File: src/rtl/req_latch_sequencer.sv
`default_nettype none
// ============================================================================
// Module  : req_latch_sequencer
// Brief   : Latches request pulses into sticky pending bits and offers them
//           one at a time (highest index first) on a valid/ready grant channel.
// Revision: 1.0
// ============================================================================
module req_latch_sequencer #(
    parameter int WIDTH = 8,
    parameter int IDX_W = $clog2(WIDTH)
) (
    input  logic             clk,
    input  logic             rst_n,
    input  logic [WIDTH-1:0] req_in,
    input  logic             flush,
    output logic [WIDTH-1:0] pending,
    output logic             grant_valid,
    output logic [IDX_W-1:0] grant_idx,
    input  logic             grant_ready,
    output logic [7:0]       drop_count
);

    typedef enum logic [0:0] {
        S_IDLE  = 1'b0,
        S_OFFER = 1'b1
    } state_t;

    state_t           state_q, state_d;
    logic [WIDTH-1:0] pending_q, pending_d;
    logic [IDX_W-1:0] idx_q, idx_d;
    logic [7:0]       drop_q, drop_d;

    logic             accept;
    logic [WIDTH-1:0] accept_mask;
    logic [WIDTH-1:0] pending_next;
    logic [WIDTH-1:0] drops;
    logic [IDX_W-1:0] sel;
    logic [IDX_W:0]   drop_cnt;
    logic [9:0]       drop_sum;

    // Datapath: accept mask, merged pending vector, drop popcount, priority select
    always_comb begin
        accept      = (state_q == S_OFFER) && grant_ready;
        accept_mask = '0;
        if (accept) begin
            accept_mask[idx_q] = 1'b1;
        end
        pending_next = (pending_q & ~accept_mask) | req_in;
        drops        = req_in & pending_q & ~accept_mask;

        drop_cnt = '0;
        for (int i = 0; i < WIDTH; i++) begin
            drop_cnt = drop_cnt + {{IDX_W{1'b0}}, drops[i]};
        end
        drop_sum = {2'b00, drop_q} + 10'(drop_cnt);

        // Ascending scan so the last hit is the highest set bit
        sel = '0;
        for (int i = 0; i < WIDTH; i++) begin
            if (pending_next[i]) begin
                sel = IDX_W'(i);
            end
        end
    end

    always_comb begin
        state_d   = state_q;
        pending_d = pending_q;
        idx_d     = idx_q;
        drop_d    = drop_q;

        if (flush) begin
            pending_d = '0;
            state_d   = S_IDLE;
        end else begin
            pending_d = pending_next;
            drop_d    = (drop_sum > 10'd255) ? 8'hFF : drop_sum[7:0];
            case (state_q)
                S_IDLE: begin
                    if (pending_next != '0) begin
                        state_d = S_OFFER;
                        idx_d   = sel;
                    end
                end
                S_OFFER: begin
                    // Without a handshake the offer is frozen: no preemption
                    if (accept) begin
                        if (pending_next != '0) begin
                            idx_d = sel;
                        end else begin
                            state_d = S_IDLE;
                        end
                    end
                end
                default: state_d = S_IDLE;
            endcase
        end
    end

    always_ff @(posedge clk or negedge rst_n) begin
        if (!rst_n) begin
            state_q   <= S_IDLE;
            pending_q <= '0;
            idx_q     <= '0;
            drop_q    <= '0;
        end else begin
            state_q   <= state_d;
            pending_q <= pending_d;
            idx_q     <= idx_d;
            drop_q    <= drop_d;
        end
    end

    assign pending     = pending_q;
    assign grant_valid = (state_q == S_OFFER);
    assign grant_idx   = idx_q;
    assign drop_count  = drop_q;

endmodule
`default_nettype wire

File: config.mk
export PLATFORM = sky130hd
export DESIGN_NAME = req_latch_sequencer
export DESIGN_NICKNAME = d
export VERILOG_FILES = /design/src/rtl/req_latch_sequencer.sv
export SDC_FILE = /design/constraint.sdc
export NUM_CORES = 1
export LEC_CHECK = 0
export BUFFER_PORTS_ARGS = -buffer_cell sky130_fd_sc_hd__buf_2
export CAP_MARGIN = 20
export CORE_MARGIN = 2
export CORE_UTILIZATION = 35
export CTS_CLUSTER_DIAMETER = 150
export DETAILED_ROUTE_END_ITERATION = 12
export SYNTH_ARGS = -nofsm -noshare
export SYNTH_HDL_FRONTEND = slang
export SYNTH_SLANG_ARGS = --single-unit
File: constraint.sdc
create_clock -name clk -period 4.6 [get_ports clk]
set_clock_uncertainty 0.2 [all_clocks]
set_input_delay 0 -clock clk [delete_from_list [all_inputs] [get_ports clk]]
set_output_delay 0 -clock clk [all_outputs]
set_load 0.01 [all_outputs]
==> reports/qor.txt <==
Status = finished clean
Layout area overhead = 36.0%
Worst R2R Path Depth = 15
Synth Instances = 131
Startpoint Class = flip-flop
Sw Share = 36.1%
Synth cell types = 50
Number of fill cells = 356
Worst Tran Pin Value = 480 ps
Die Ht = 66.9 um
RSZ-0062 raised after global routing = no
Fmax = 230 MHz
FF-to-FF setup slack = 260 ps
Finished Cell Area = 1880 um2
Vias in the first global route = 1203
I/O pin count = 32
Flops & latches, synth = 20
Global route overflow = 0
H-tree levels = 1
Final Hold Viols = 0
Clk buf depth = 2
Die width = 66.9 um
Root buf cell = clkbuf_8
Fin crit period = 4340 ps
RR Startpoint = grant_idx[1]
Mean Syn Cell Area = 10.6 um2
Rows = 22
Final cell count without fillers = 232
WP data arrival = 4300 ps
Routed Antenna Nets = 0
Fraction of registers with async set or reset after synthesis = 100%
Crit-path cells = o31ai_4 -> nor2_1 -> fa_1 -> inv_1 -> fa_1 -> inv_1 -> fa_1 -> fa_1 -> inv_1 -> fa_2 -> nor2b_1 -> o21a_1 -> o21ai_2 -> nor3b_2 -> mux2_2
DRT Pass-1 Iters = 4
Pwr dens = 427 nW/um2
GP Congestion = 0.802
Peak VDD IR = 0.000214 V
Crit-path max FO = 6
Seq pwr share = 32.5%
Final WL = 3.19 mm
Area of the multi-input gates = 848 um2
LEAKAGE = 0.000897 uW
R2r endpoint = drop_count[6]
Slowest stage cell, crit path = fa_1
Post-layout nets = 208
First-pass GRT wire length = 5.44 mm
Final Cycle Share = 94.3%
Worst setup EP type = flip-flop
Crit Path Class = reg -> reg
Die area = 4480 um2
Final setup violation count = 0
Final Util = 50.3%
DRC violation total after the first TritonRoute iteration = 28
Top delay family on crit path = adder cells
Core area = 3740 um2
Vias per inst = 5.00
Top_reg_cell synth = dfrtp_1
HPWL after DPL = 2.40 mm
Comb pwr share = 45.6%
Initial antenna violation count = 0
Placed cells = 211
Largest net degree at the start of global routing = 21
P_int = 514 uW
Tot Pwr = 804 uW
CTS sink cnt = 20
Sequential cell area = 503 um2
Rel. slew slack = 68.0%
Post-synth EDFFs = 0
Starting density of the core = 37.0%
Residual DRC = 0
Total GRT Usage = 16.1%
Setup TNS = 0 ps
CP bufs+invs = 3
Count of input and output buffers = 31
DR vias = 1161
Mapped cell area = 1390 um2
Post-CTS setup buffers = 0
Routed WL per cell = 13.8 um
Reg clk slew, reported paths = 80 ps
Worst Path Required = 4560 ps
Clk_lat worst skew = 260 ps
Slew Limit Fails = 0
Switching pwr = 291 uW
Most used cell along the critical path = fa_1
Max capacitance violation total = 0
CP peak stage delay = 560 ps
CTS buffer count = 3
Seq/Total Area, Yosys = 36.1%
Area after DPL = 1610 um2
Syn Nets = 154
Worst hold path type = in -> async
Yosys warnings = 0
CTS tree = done
Clock power frac = 21.8%
Fraction of layout cells with a size suffix above 1 = 34.8%
# diodes = 0
-- layout make-up --
cell class | instances | area share (%)
multi-input combinational | 97 | 45.0
sequential | 20 | 26.7
tap | 48 | 3.19
timing repair buffer | 53 | 19.3
clock inverter | 1 | 1.59
inverter | 10 | 1.99
clock buffer | 3 | 2.19
-- metrics by stage --
step / hold slack [ps] / worst slack [ps]
detailed placement: -213 / 16.1
floorplan: -496 / 50.1
finish: 25.6 / 260
global placement: -218 / 134
global route: 50.1 / 33.3
CTS: 22.6 / 63.5
-- flip-flops by register name, indices dropped and copies added, names as in the netlist --
signal	cells
grant_valid	1
pending	8
drop_count	8
grant_idx	3
-- kinds of logic (layout without fill, tap and decap cells) --
group	after synthesis	count (layout)	share of synthesized area, %
XOR/XNOR	2	2	1.26
buffers and inverters	14	67	4.43
AO/OA/AOI/OAI	33	33	20.0
flip-flops	20	20	36.1
AND/OR/NAND/NOR	45	45	20.5
adder cells (fa/ha/maj)	11	11	12.6
multiplexers	6	6	5.06
-- worst max path at each step --
stage / from / end / slack, ps / cells past startpoint
final: grant_idx[1] / drop_count[6] / 260 / 15
after global routing: grant_idx[1] / drop_count[6] / 30 / 15
after CTS: grant_valid / drop_count[6] / 60 / 16
after detailed placement: grant_valid / drop_count[6] / 20 / 16
after global placement: grant_idx[1] / drop_count[6] / 130 / 15
after floorplan: grant_idx[0] / drop_count[6] / 50 / 16
-- power by group through the flow --
stage	Clock [uW]	Combinational (uW)	Sequential (uW)
final	176	367	262
after global routing	189	419	271
after CTS	183	364	261
after detailed placement	0	347	263
after global placement	0	337	261
after floorplan	0	225	275
-- what timing repair did --
item | in CTS | in global routing
gates cloned | 0 | 0
endpoints found under the hold margin | 29 | 0
setup endpoints to repair | 1 | 7
pin swaps | 0 | 1
resized for setup | 1 | 6
hold buffers | 17 | 0
-- cells in the final DEF, fill, tap and decap left out, types with 4 or more instances in the layout --
cell type / n
buf_2: 31
nand2_1: 8
nor2b_1: 7
ha_1: 6
nor2_1: 8
dfrtp_1: 18
a21oi_1: 7
buf_4: 5
inv_1: 10
fa_1: 4
dlygate4sd3_1: 17
-- synth_stat cells, drive strengths merged, types with 2 or more instances --
cell | instances | area, um2
inv | 10 | 37.5
a21oi | 7 | 35.0
o22ai | 2 | 12.5
o31ai | 4 | 53.8
clkbuf | 2 | 7.51
o211a | 3 | 30.0
o21a | 2 | 15.0
fa | 5 | 100
o211ai | 2 | 15.0
or3 | 2 | 12.5
dfrtp | 20 | 500
a21o | 2 | 15.0
or2 | 3 | 18.8
nor2 | 8 | 30.0
nor3b | 2 | 15.0
nand2b | 4 | 40.0
nand2 | 8 | 30.0
o21bai | 2 | 15.0
nand3 | 2 | 15.0
nand3b | 3 | 35.0
mux2 | 5 | 60.1
ha | 6 | 75.1
nor2b | 7 | 43.8
buf | 2 | 16.3
-- routing by layer --
layer	vias up	global-route usage (%)	wire length (um)	share of wire (%)
met5	-	0	0	0
met2	24	29.6	1600	50
met1	563	19.8	1450	46
met3	2	3.55	126	3.9
met4	0	1.53	10	0.31
li1	572	-	-	-
(Power assumes the default switching activity.)
